===== src/rtl/alu_issue_stage.sv =====
// ID/EX issue stage for the ALU: decodes a MIPS instruction into an ALU op and
// selects the two operands, with EX/MEM and MEM/WB forwarding. The results are
// registered, so the ALU sees them one cycle after the inputs are sampled.
// Optional feature macro: ALU_ISSUE_ILLEGAL_TRAP_EN. When it is defined,
// o_illegal is registered high for an illegal valid instruction. When it is
// undefined, o_illegal is tied to 0.
module alu_issue_stage #(
    parameter int unsigned NB_DATA      = 32,
    parameter int unsigned NB_OPERATION = 4,
    parameter int unsigned NB_REG_ADDR  = 5,
    parameter int unsigned NB_INSTR     = 32
) (
    input  logic                    i_clock,
    input  logic                    i_reset,
    input  logic                    i_valid,
    input  logic [NB_INSTR-1:0]     i_instr,
    input  logic [NB_DATA-1:0]      i_rs_data,
    input  logic [NB_DATA-1:0]      i_rt_data,
    input  logic                    i_stall,
    input  logic                    i_flush,
    input  logic                    i_exmem_reg_write,
    input  logic [NB_REG_ADDR-1:0]  i_exmem_rd,
    input  logic [NB_DATA-1:0]      i_exmem_data,
    input  logic                    i_memwb_reg_write,
    input  logic [NB_REG_ADDR-1:0]  i_memwb_rd,
    input  logic [NB_DATA-1:0]      i_memwb_data,
    output logic [NB_DATA-1:0]      o_data_a,
    output logic [NB_DATA-1:0]      o_data_b,
    output logic [NB_OPERATION-1:0] o_alu_op,
    output logic [NB_REG_ADDR-1:0]  o_rd,
    output logic                    o_reg_write,
    output logic                    o_valid,
    output logic                    o_illegal
);

    localparam int unsigned NB_OPCODE = 6;
    localparam int unsigned NB_FUNCT  = 6;
    localparam int unsigned NB_SHAMT  = 5;
    localparam int unsigned NB_IMM    = 16;

    // ALU operation codes
    localparam logic [NB_OPERATION-1:0] OP_ADD = NB_OPERATION'(4'b0000);
    localparam logic [NB_OPERATION-1:0] OP_SUB = NB_OPERATION'(4'b0001);
    localparam logic [NB_OPERATION-1:0] OP_AND = NB_OPERATION'(4'b0010);
    localparam logic [NB_OPERATION-1:0] OP_OR  = NB_OPERATION'(4'b0011);
    localparam logic [NB_OPERATION-1:0] OP_XOR = NB_OPERATION'(4'b0100);
    localparam logic [NB_OPERATION-1:0] OP_NOR = NB_OPERATION'(4'b0101);
    localparam logic [NB_OPERATION-1:0] OP_SRL = NB_OPERATION'(4'b0110);
    localparam logic [NB_OPERATION-1:0] OP_SLL = NB_OPERATION'(4'b0111);
    localparam logic [NB_OPERATION-1:0] OP_SRA = NB_OPERATION'(4'b1000);
    localparam logic [NB_OPERATION-1:0] OP_SLT = NB_OPERATION'(4'b1010);
    localparam logic [NB_OPERATION-1:0] OP_LUI = NB_OPERATION'(4'b1011);
    localparam logic [NB_OPERATION-1:0] OP_ILL = NB_OPERATION'(4'b1111);

    // Major opcodes
    localparam logic [NB_OPCODE-1:0] OPC_RTYPE = 6'h00;
    localparam logic [NB_OPCODE-1:0] OPC_ADDI  = 6'h08;
    localparam logic [NB_OPCODE-1:0] OPC_ADDIU = 6'h09;
    localparam logic [NB_OPCODE-1:0] OPC_SLTI  = 6'h0A;
    localparam logic [NB_OPCODE-1:0] OPC_ANDI  = 6'h0C;
    localparam logic [NB_OPCODE-1:0] OPC_ORI   = 6'h0D;
    localparam logic [NB_OPCODE-1:0] OPC_XORI  = 6'h0E;
    localparam logic [NB_OPCODE-1:0] OPC_LUI   = 6'h0F;
    localparam logic [NB_OPCODE-1:0] OPC_LW    = 6'h23;
    localparam logic [NB_OPCODE-1:0] OPC_SW    = 6'h2B;

    // R-type function codes
    localparam logic [NB_FUNCT-1:0] FN_SLL  = 6'h00;
    localparam logic [NB_FUNCT-1:0] FN_SRL  = 6'h02;
    localparam logic [NB_FUNCT-1:0] FN_SRA  = 6'h03;
    localparam logic [NB_FUNCT-1:0] FN_SLLV = 6'h04;
    localparam logic [NB_FUNCT-1:0] FN_SRLV = 6'h06;
    localparam logic [NB_FUNCT-1:0] FN_SRAV = 6'h07;
    localparam logic [NB_FUNCT-1:0] FN_ADD  = 6'h20;
    localparam logic [NB_FUNCT-1:0] FN_ADDU = 6'h21;
    localparam logic [NB_FUNCT-1:0] FN_SUB  = 6'h22;
    localparam logic [NB_FUNCT-1:0] FN_SUBU = 6'h23;
    localparam logic [NB_FUNCT-1:0] FN_AND  = 6'h24;
    localparam logic [NB_FUNCT-1:0] FN_OR   = 6'h25;
    localparam logic [NB_FUNCT-1:0] FN_XOR  = 6'h26;
    localparam logic [NB_FUNCT-1:0] FN_NOR  = 6'h27;
    localparam logic [NB_FUNCT-1:0] FN_SLT  = 6'h2A;

    // Instruction fields
    logic [NB_OPCODE-1:0]   w_opcode;
    logic [NB_REG_ADDR-1:0] w_rs_addr;
    logic [NB_REG_ADDR-1:0] w_rt_addr;
    logic [NB_REG_ADDR-1:0] w_rd_addr;
    logic [NB_SHAMT-1:0]    w_shamt;
    logic [NB_FUNCT-1:0]    w_funct;
    logic [NB_IMM-1:0]      w_imm;
    logic [NB_DATA-1:0]     w_imm_sext;
    logic [NB_DATA-1:0]     w_imm_zext;
    logic [NB_DATA-1:0]     w_shamt_zext;
    logic [NB_DATA-1:0]     w_var_shamt;

    // Forwarded register values
    logic [NB_DATA-1:0]     w_rs_fwd;
    logic [NB_DATA-1:0]     w_rt_fwd;

    // Decode results
    logic [NB_DATA-1:0]      w_data_a;
    logic [NB_DATA-1:0]      w_data_b;
    logic [NB_OPERATION-1:0] w_alu_op;
    logic [NB_REG_ADDR-1:0]  w_dest;
    logic                    w_reg_write;
    logic                    w_illegal;

    // Output registers
    logic [NB_DATA-1:0]      r_data_a;
    logic [NB_DATA-1:0]      r_data_b;
    logic [NB_OPERATION-1:0] r_alu_op;
    logic [NB_REG_ADDR-1:0]  r_rd;
    logic                    r_reg_write;
    logic                    r_valid;
    logic                    r_illegal;

    assign w_opcode     = i_instr[31:26];
    assign w_rs_addr    = i_instr[25:21];
    assign w_rt_addr    = i_instr[20:16];
    assign w_rd_addr    = i_instr[15:11];
    assign w_shamt      = i_instr[10:6];
    assign w_funct      = i_instr[5:0];
    assign w_imm        = i_instr[15:0];
    assign w_imm_sext   = {{(NB_DATA-NB_IMM){w_imm[NB_IMM-1]}}, w_imm};
    assign w_imm_zext   = NB_DATA'(w_imm);
    assign w_shamt_zext = NB_DATA'(w_shamt);
    assign w_var_shamt  = NB_DATA'(w_rs_fwd[NB_SHAMT-1:0]);

    // Forwarding mux. EX/MEM has priority over MEM/WB, and $0 is never forwarded.
    always_comb begin
        w_rs_fwd = i_rs_data;
        w_rt_fwd = i_rt_data;
        if (i_exmem_reg_write && (i_exmem_rd != '0) && (i_exmem_rd == w_rs_addr)) begin
            w_rs_fwd = i_exmem_data;
        end else if (i_memwb_reg_write && (i_memwb_rd != '0) && (i_memwb_rd == w_rs_addr)) begin
            w_rs_fwd = i_memwb_data;
        end
        if (i_exmem_reg_write && (i_exmem_rd != '0) && (i_exmem_rd == w_rt_addr)) begin
            w_rt_fwd = i_exmem_data;
        end else if (i_memwb_reg_write && (i_memwb_rd != '0) && (i_memwb_rd == w_rt_addr)) begin
            w_rt_fwd = i_memwb_data;
        end
    end

    // Instruction decode: ALU op, operand selection and destination register.
    always_comb begin
        w_alu_op    = OP_ADD;
        w_data_a    = w_rs_fwd;
        w_data_b    = w_rt_fwd;
        w_dest      = w_rd_addr;
        w_reg_write = 1'b1;
        w_illegal   = 1'b0;

        case (w_opcode)
            OPC_RTYPE: begin
                w_dest = w_rd_addr;
                case (w_funct)
                    FN_ADD, FN_ADDU: w_alu_op = OP_ADD;
                    FN_SUB, FN_SUBU: w_alu_op = OP_SUB;
                    FN_AND:          w_alu_op = OP_AND;
                    FN_OR:           w_alu_op = OP_OR;
                    FN_XOR:          w_alu_op = OP_XOR;
                    FN_NOR:          w_alu_op = OP_NOR;
                    FN_SLT:          w_alu_op = OP_SLT;
                    FN_SLL, FN_SRL, FN_SRA: begin
                        w_data_a = w_rt_fwd;
                        w_data_b = w_shamt_zext;
                        w_alu_op = (w_funct == FN_SLL) ? OP_SLL :
                                   (w_funct == FN_SRL) ? OP_SRL : OP_SRA;
                    end
                    FN_SLLV, FN_SRLV, FN_SRAV: begin
                        w_data_a = w_rt_fwd;
                        w_data_b = w_var_shamt;
                        w_alu_op = (w_funct == FN_SLLV) ? OP_SLL :
                                   (w_funct == FN_SRLV) ? OP_SRL : OP_SRA;
                    end
                    default: w_illegal = 1'b1;
                endcase
            end
            OPC_ADDI, OPC_ADDIU, OPC_LW: begin
                w_dest   = w_rt_addr;
                w_alu_op = OP_ADD;
                w_data_b = w_imm_sext;
            end
            OPC_SLTI: begin
                w_dest   = w_rt_addr;
                w_alu_op = OP_SLT;
                w_data_b = w_imm_sext;
            end
            OPC_ANDI, OPC_ORI, OPC_XORI: begin
                w_dest   = w_rt_addr;
                w_data_b = w_imm_zext;
                w_alu_op = (w_opcode == OPC_ANDI) ? OP_AND :
                           (w_opcode == OPC_ORI)  ? OP_OR  : OP_XOR;
            end
            OPC_LUI: begin
                w_dest   = w_rt_addr;
                w_alu_op = OP_LUI;
                w_data_a = '0;
                w_data_b = w_imm_zext;
            end
            OPC_SW: begin
                w_dest      = w_rt_addr;
                w_alu_op    = OP_ADD;
                w_data_b    = w_imm_sext;
                w_reg_write = 1'b0;
            end
            default: w_illegal = 1'b1;
        endcase

        if (w_illegal) begin
            w_alu_op    = OP_ILL;
            w_reg_write = 1'b0;
        end
        if (w_dest == '0) begin
            w_reg_write = 1'b0;
        end
    end

    // Pipeline register. Flush has priority over stall, and stall over load.
    // A load with no valid instruction inserts a bubble.
    always_ff @(posedge i_clock or negedge i_reset) begin
        if (!i_reset) begin
            r_data_a    <= '0;
            r_data_b    <= '0;
            r_alu_op    <= '0;
            r_rd        <= '0;
            r_reg_write <= 1'b0;
            r_valid     <= 1'b0;
            r_illegal   <= 1'b0;
        end else if (i_flush || (!i_stall && !i_valid)) begin
            r_data_a    <= '0;
            r_data_b    <= '0;
            r_alu_op    <= '0;
            r_rd        <= '0;
            r_reg_write <= 1'b0;
            r_valid     <= 1'b0;
            r_illegal   <= 1'b0;
        end else if (!i_stall) begin
            r_data_a    <= w_data_a;
            r_data_b    <= w_data_b;
            r_alu_op    <= w_alu_op;
            r_rd        <= w_dest;
            r_reg_write <= w_reg_write;
            r_valid     <= 1'b1;
`ifdef ALU_ISSUE_ILLEGAL_TRAP_EN
            r_illegal   <= w_illegal;
`else
            r_illegal   <= 1'b0;
`endif
        end
    end

    assign o_data_a    = r_data_a;
    assign o_data_b    = r_data_b;
    assign o_alu_op    = r_alu_op;
    assign o_rd        = r_rd;
    assign o_reg_write = r_reg_write;
    assign o_valid     = r_valid;
    assign o_illegal   = r_illegal;

endmodule


===== config.mk =====
export PLATFORM = sky130hd
export DESIGN_NAME = alu_issue_stage
export DESIGN_NICKNAME = d
export VERILOG_FILES = /design/src/rtl/alu_issue_stage.sv
export SDC_FILE = /design/constraint.sdc
export NUM_CORES = 1
export LEC_CHECK = 0
export CORE_MARGIN = 2
export CORE_UTILIZATION = 40
export DETAILED_ROUTE_END_ITERATION = 8
export GPL_ROUTABILITY_DRIVEN = 0
export GPL_TIMING_DRIVEN = 0
export PLACE_DENSITY = 0.87
export SLEW_MARGIN = 40
export SYNTH_ARGS = -nofsm -noshare
export SYNTH_HDL_FRONTEND = slang
export SYNTH_SLANG_ARGS = --single-unit

===== constraint.sdc =====
create_clock -name i_clock -period 1.76 [get_ports i_clock]
set_clock_uncertainty 0.2 [all_clocks]
set_input_delay 0.352 -clock i_clock [delete_from_list [all_inputs] [get_ports i_clock]]
set_output_delay 0.352 -clock i_clock [all_outputs]
set_load 0.01 [all_outputs]

# After elaboration in Yosys (flattened, before gate mapping)
# Index checks and enable logic that the tools add are counted.
[totals] output_inout_bits=76 register_bits=76
[classes] n_reduce_logical=24 mux=37 eq_ne=28
[ops] cell="$mux 32" n=9
[ops] cell="$pmux 32 s2" n=2
[ops] cell="$pmux 32 s3" n=1
[ops] cell="$eq 6x6->1 const B" n=11
[ops] cell="$eq 6x4->1 const B" n=7
[ops] cell="$pmux 4 s8" n=1
[ops] cell="$mux 4" n=7
[ops] cell="$eq 5x5->1" n=4
[ops] cell="$eq 6x3->1 const B" n=3
[ops] cell="$pmux 4 s4" n=1
[ops] cell="$mux 5" n=3
[ops] cell="$reduce_or 15->1" n=1
[ops] cell="$eq 6x2->1 const B" n=2
[ops] cell="$logic_not 6->1" n=2
[ops] cell="$mux 1" n=10
[ops] cell="$reduce_bool 5->1" n=2
[ops] cell="$reduce_or 3->1" n=3
[ops] cell="$reduce_or 9->1" n=1
[ops] cell="$logic_and 1x1->1" n=7
[ops] cell="$mux 3" n=2
[ops] cell="$reduce_or 6->1" n=1
[ops] cell="$logic_not 5->1" n=1
[ops] cell="$reduce_or 5->1" n=1
[ops] cell="$reduce_or 4->1" n=1
[ops] cell="5 further kinds" n=6

# Depth between registers and ports, before layout
# Gate-level depths: netlist of the first run.
[depth] ltp_word=9 depth_mapped=8 ltp_nobuf=6

# Worst setup path after synthesis of the first run
# No wires, ideal clock.
[synth_path] path_kind="input -> register" start="input port i_instr[3]" end="register r_data_a[24] (netlist: o_data_a[24])" arrival_ps=2005 stages=8 t_required_ps=1434 setup_time_ps=126 setup_slack_ps=-571 path_cell_list="buf_2 or2_2 nor3_1 o211ai_1 nand2_2 buf_2 a211oi_1 a221o_1"
[synth_via] elab_chain_len=6 elab_cells_between_ends=11
[synth_lines] element="start, declared" line="16" source="input logic [NB_INSTR-1:0] i_instr,"
[synth_lines] element="$eq 6x2->1, or another cell as far along" line="158" source="case (w_funct)"
[synth_lines] element="$reduce_or 6->1 (no source line) *"
[synth_lines] element="$mux 32 *" line="158"
[synth_lines] element="$pmux 32 s2 *" line="155" source="case (w_opcode)"
[synth_lines] element="$mux 32 *" line="240" source="end else if (!i_stall) begin"
[synth_lines] element="$mux 32 *" line="232" source="end else if (i_flush || (!i_stall && !i_valid)) begin"
[synth_lines] element="end signal, assigned" line="241" source="r_data_a <= w_data_a;"
[synth_lines] element="end, declared" line="110" source="logic [NB_DATA-1:0] r_data_a;"
# Mark *: on every way between the ends. The rest lies on a longest branch, timed or not. The select of a mux whose other input is x is not followed.
# A chain may end at the register's enable or synchronous reset.

# Worst setup path after layout of the first run
[layout_path] start="input port i_exmem_rd[1]" end="register r_data_a[9] (netlist: o_data_a[9])"
[layout_via] elab_chain_len=8 elab_cells_between_ends=12
[layout_lines] element="start, declared" line="22" source="input logic [NB_REG_ADDR-1:0] i_exmem_rd,"
[layout_lines] element="$reduce_bool 5->1" line="134, 139"
[layout_lines] element="$logic_and 1x1->1" line="134, 139"
[layout_lines] element="$logic_and 1x1->1 (on tied branches)" line="134, 139"
[layout_lines] element="$mux 32 (on tied branches)" line="134, 139"
[layout_lines] element="$mux 32" line="158"
[layout_lines] element="$pmux 32 s2 *" line="155"
[layout_lines] element="$mux 32 *" line="240"
[layout_lines] element="$mux 32 *" line="232"
# Marked as above.

==> flow_summary.toml, run 1 <==
[global_route]
grt_usage_pct = 34.7
grt_max_degree = 41
grt_pass1_vias = 6566
grt_pass1_wl_um = 37500
antenna_found_initial = 0
gr-total-overflow = 0

[floorplan]
rows = 41
die_h_um = 118
ios = 253
chipWidth_um = 118
coreArea_um2 = 12600
die_area_um2 = 13900
start_util_pct = 41.1

[synthesis]
synthXorXnorAreaFrac_pct = 3.38
ys_seq_area_share_pct = 36.2
synth_top_area_share_pct = 36.2
synth-warning-count = 0
ys_ff_latch = 75
synth.distinct_cells = 57
synth_fa_ha_area_share_pct = 0
yosys.area.top_type = "dfrtp_1"
synthTopCellsByArea = "dfrtp_1 (36%), mux2i_1 (11%), a221o_1 (8.3%), nor2_1 (4.9%), a211oi_1 (3.9%)"
ys.flop_type = "dfrtp_1"
async_flop_share_pct = 100
synth_most_common_cell = "dfrtp_1"
postSynthCellCount = 554
muxShareOfSynthArea_pct = 12.3
netlist_area_um2 = 5180
synth_top_family_by_area = "compound AO/OA/AOI/OAI gates"
synth_edf_count = 0
syn_avg_cell_area_um2 = 9.36
synth-compound-area-share_pct = 29.6
synth_nets = 731
synth_top_cells_by_count = "dfrtp_1 (75), nor2_1 (68), mux2i_1 (59)"
yosys.area_share.simple_pct = 13.9

[timing]
worstMarginPinSlew_ns = 0.615
fin_ws_ns = -0.586
layout_min_cycle_time_ns = 2.35
finalCritPeriodShare_pct = 133
worst_hold_slack_ns = 0.114
setup_viol = 74
hold_violations = 0
rsz0062_at_grt = "true"
fmax_mhz = 426
drv_slew = 0
slew_headroom_pct = 59.0

[clock_tree]
clk_pin_slew_ns = 0.06
cts_buffer_depth = 2
cts_tree = "built"
cts_max_level = 3
cts.sinks = 75
clock-root-buffer = "clkbuf_16"
clkLatencyLatePin_ns = 0.33
cts_made_buffers = 9

[worst_setup_path]
critPathCaptureType = "flip-flop"
cp_cell_sequence = "buf_8, or4_4, o211ai_1, buf_4, or2_4, buf_12, buf_16, nor2_1, a211oi_2, a221o_1"
path_max_fanout = 7
cp-startpoint = "i_exmem_rd[1]"
r2r-start = "o_data_b[1]"
setup.worst_path.class = "primary input to flip-flop"
cp_slowest_cell = "or4_4"
worstPathArrival_ns = 2.42
worst_path_largest_cell_delay_ns = 0.56
crit_path_start_kind = "primary input"
required_ns = 1.83

[power_and_ir_drop]
static-leakage-power_nw = 4.60
total_power_mw = 5.53
ir_drop_mv = 0.569
powerDensity_nw_per_um2 = 538

[routing]
vias = 6950
wire_per_inst_um = 26.4
ant_nets = 0
firstDrtPassIters = 6
drt_iter0_drc = 852
drcViolationCount = 0
vias_per_cell = 6.50
wl_um = 28200

[layout]
area_growth_pct = 98.3
drive_above_1_share_pct = 33.8
layout.nets = 1068
nFillCells = 703

[status]
status = "finished, violations left"
violations = "setup timing"

[min_path]
worstHoldPathType = "primary input to flip-flop"
min_from = "i_stall"

[run]
drv_cap = 0

[placement]
hpwl_um = 16100
portBuffers = 248
-- routing by layer --
layer  GRT usage [%]  vias up  wire length [µm]
met5               0        -                 0
li1                -     2840                 -
met3            8.72      205              2660
met1            40.0     3327              9910
met4            17.6        0              2030
met2            59.5      578             13600
-- timing repair --
action | 4_1_cts | 5_1_grt
setup buffers | 38 | 28
pin swaps | 74 | 79
cloned | 14 | 2
hold buffers | 1 | 0
endpoints found under the setup margin | 149 | 74
hold endpoints to repair | 39 | 0
resized for setup | 345 | 169
-- sequential cells by signal, summed over array words and instances (netlist names) --
register,flops
o_alu_op,4
o_data_a,32
o_data_b,32
o_rd,5
o_reg_write,1
o_valid,1
-- cell type report --
cell class | count | area [µm²] | share of cell area (%)
Inverter | 6 | 22.5 | 0.219
Tap cell | 172 | 215 | 2.09
Multi-Input combinational cell | 429 | 4060 | 39.5
Clock buffer | 10 | 229 | 2.23
Antenna cell | 1 | 2.50 | 0.0243
Clock inverter | 6 | 80.1 | 0.779
Buffer | 41 | 479 | 4.66
Sequential cell | 75 | 1880 | 18.3
Timing Repair Buffer | 329 | 3310 | 32.2
-- cells in the final DEF, fill, tap and decap left out, drive strengths merged, types with 8 or more instances in the layout --
master,n
nor2,69
dlygate4sd2,83
nand2,24
clkbuf,38
nor3,8
clkdlybuf4s50,136
a21o,14
a211oi,27
a311oi,8
dfrtp,75
xnor2,18
a22o,16
mux2i,59
a221o,43
a21oi,35
buf,117
o21ai,17
-- cell families (layout without fill, tap and decap cells) --
kind of cell / Yosys count / in the layout
other cells: 1 / 2
xor+xnor: 20 / 20
buf+inv: 51 / 392
mux: 63 / 63
simple gates: 146 / 147
flops: 75 / 75
compound gates: 198 / 198
-- power by group --
part | leakage [nW] | internal, mW | switching, mW
registers | 1.02 | 1.80 | 0.0464
logic | 3.42 | 0.881 | 0.788
clock network | 0.156 | 1.23 | 0.782
-- worst paths after layout --
kind	cells past startpoint	slack, ns	endpoint
worst min register to register	2	0.28	o_rd[0]
max in group asynchronous	3	0.51	o_rd[1]
worst min-delay path	3	0.11	o_valid
worst max-delay path	10	-0.59	o_data_a[9]
min in group asynchronous	2	0.30	o_data_a[10]
worst max register to register	3	0.32	o_data_b[1]
-- critical path, delay by kind of cell --
kind,cells,cell delay (ns)
and+or+nand+nor,3,0.85
AOI/OAI and AO/OA,3,0.69
buffers and inverters,4,0.53
-- through the flow --
stage               std cells  setup TNS [ns]  worst slack [ns]  util, %  instance area, µm²
global route             1068          -31.34            -0.666     81.5               10300
global placement          974         -292.17             -2.63     62.8                7930
detailed placement        975          -95.30             -1.48     63.0                7950
floorplan                 554          -32.76            -0.549        -                5230
CTS                      1042          -25.18            -0.446     74.4                9390
finish                   1069          -29.73            -0.586     81.5               10300
Power figures use the tool's default switching activity.
==> run 2, diff against run 1 <==
==> constraint.sdc (replaced) <==
create_clock -name i_clock -period 2.65 [get_ports i_clock]
set_clock_uncertainty 0.2 [all_clocks]
set_input_delay 0.53 -clock i_clock [delete_from_list [all_inputs] [get_ports i_clock]]
set_output_delay 0.53 -clock i_clock [all_outputs]
set_load 0.1 [all_outputs]
==> flow_summary.toml, run 2 (synthesized netlist as in run 1, its figures left out) <==
[status]
status = "finished, violations left"
violations = "setup timing"

[power_and_ir_drop]
power_frac_comb_pct = 31.6
p_clk_share_pct = 35.6
p_sw_mw = 1.29
swShare_pct = 34.4
internal_power_mw = 2.45
powerDensity_nw_per_um2 = 453
static-leakage-power_nw = 3.74
ir_drop_mv = 0.426
power_frac_seq_pct = 32.8

[worst_setup_path]
crit_family = "simple AND/OR/NAND/NOR gates"
worstPathArrival_ns = 2.69
critPathCaptureType = "flip-flop"
crit_path_start_kind = "primary input"
r2r_cells = 3
worst_path_largest_cell_delay_ns = 0.52
worstSetupPathDepth = 8
setup.worst_path.class = "primary input to flip-flop"
path_max_fanout = 10
critical_path_buf_inv_count = 3
required_ns = 2.67
cp_cell_sequence = "clkdlybuf4s50_1, or4_4, o211ai_1, or2_4, buf_4, clkbuf_8, a211oi_1, a221o_1"
cp_slowest_cell = "or4_4"

[routing]
vias_per_cell = 6.05
drt_iter0_drc = 574
wl_um = 22100
firstDrtPassIters = 5
drcViolationCount = 0
wire_per_inst_um = 21.9
vias = 6100
ant_nets = 0

[floorplan]
coreArea_um2 = 12600
die_h_um = 118
start_util_pct = 41.1
die_area_um2 = 13900
ios = 253
rows = 41
chipWidth_um = 118

[clock_tree]
cts_tree = "built"
clkLatencyLatePin_ns = 0.33
cts.sinks = 75
cts_made_buffers = 9
cts_max_level = 3
clock-root-buffer = "clkbuf_16"
cts_buffer_depth = 2
clk_pin_slew_ns = 0.06

[global_route]
gr-total-overflow = 0
grt_pass1_vias = 6078
grt_pass1_wl_um = 33900
grt_usage_pct = 30.8
antenna_found_initial = 0
grt_max_degree = 40

[placement]
dp_cells = 975
dp_slack_ns = -0.840
hpwl_um = 15900
portBuffers = 248

[layout]
nFillCells = 1036
layout_common_cells = "clkdlybuf4s50_1 (155), buf_2 (76), dfrtp_1 (75)"
area_growth_pct = 59.2
diodes = 0
layout.nets = 1009
drive_above_1_share_pct = 21.8
multi_input_area_um2 = 3170
final_cells = 1008
seqCellArea_um2 = 1880
mostFrequentLayoutCell = "clkdlybuf4s50_1"

[min_path]
holdPathStages = 2
worstHoldPathType = "flip-flop to flip-flop"

[timing]
setup_viol = 7
fin_ws_ns = -0.0172
fmax_mhz = 375
worstMarginPinSlew_ns = 0.775
layout_min_cycle_time_ns = 2.67
finalCritPeriodShare_pct = 101
hold_violations = 0
slew_headroom_pct = 48.2
drv_slew = 0

[run]
drv_cap = 0
-- run 2: cell count changes in the layout (fill, tap and decap cells not counted), sizes merged --
cell,previous run,this run
clkinvlp,0,1
or2,6,5
clkinv,4,2
dlymetal6s2s,4,8
diode,1,0
inv,6,7
dlygate4sd2,83,7
clkbuf,38,32
clkdlybuf4s50,136,155
-- run 2: metrics by stage --
step | hold WS, ns | utilization, % | power [mW] | setup TNS (ns) | cell area (µm²)
after floorplan | 0.0344 | - | 1.89 | 0 | 5180
after detailed placement | 0.262 | 59.7 | 2.36 | -51.29 | 7530
after global routing | 0.298 | 65.4 | 3.85 | -1.65 | 8250
after CTS | 0.280 | 64.5 | 3.72 | -0.00779 | 8140
final | 0.281 | 65.4 | 3.74 | -0.0533 | 8250
after global placement | 0.265 | 62.5 | 2.40 | -189.75 | 7880
-- run 2: routing by layer --
| metal | vias up | GRT usage [%] | part of all wire [%] |
|---|---|---|---|
| met1 | 2950 | 40.1 | 41 |
| met4 | 0 | 12.6 | 3.8 |
| met5 | - | 0 | 0 |
| met3 | 66 | 6.49 | 8.4 |
| met2 | 383 | 50.0 | 47 |
| li1 | 2701 | - | - |
-- run 2: layout make-up --
cell class | instances | share of cell area (%)
multi-input cells | 428 | 38.4
clock buffers | 9 | 2.73
clock inverters | 6 | 1.09
well taps | 172 | 2.61
plain buffers | 43 | 3.97
inverters | 6 | 0.273
repair buffers | 269 | 28.2
flip-flops and latches | 75 | 22.7
-- run 2: worst paths after layout --
path | startpoint | to | slack (ns)
worst min register to register | o_rd[0] | o_rd[0] | 0.28
worst max register to register | o_data_b[0] | o_data_b[0] | 1.30
worst max-delay path | i_exmem_rd[3] | o_data_a[13] | -0.02
worst min-delay path | o_rd[0] | o_rd[0] | 0.28
min in group asynchronous | i_reset | o_data_a[13] | 0.47
max in group asynchronous | i_reset | o_valid | 1.24
-- run 2: power groups by stage --
stage | clock network, mW | logic (mW) | registers [mW]
6_report | 1.33 | 1.18 | 1.22
5_1_grt | 1.39 | 1.23 | 1.23
4_1_cts | 1.34 | 1.15 | 1.22
3_5_place_dp | 0 | 1.12 | 1.24
3_3_place_gp | 0 | 1.15 | 1.24
2_1_floorplan | 0 | 0.274 | 1.61
-- run 2: worst register-to-register path, stage by stage (launching register included) --
cell,delay [ns]
dfrtp_1,0.38
a22o_1,0.22
a21o_1,0.16
a211o_1,0.27
-- run 2: what timing repair did --
action,CTS,global route
setup buffers,15,3
setup endpoints to repair,74,72
pin swaps,9,13
gates resized for setup,61,37
endpoints found under the hold margin,38,0
hold buffers,1,0
gates cloned,1,0
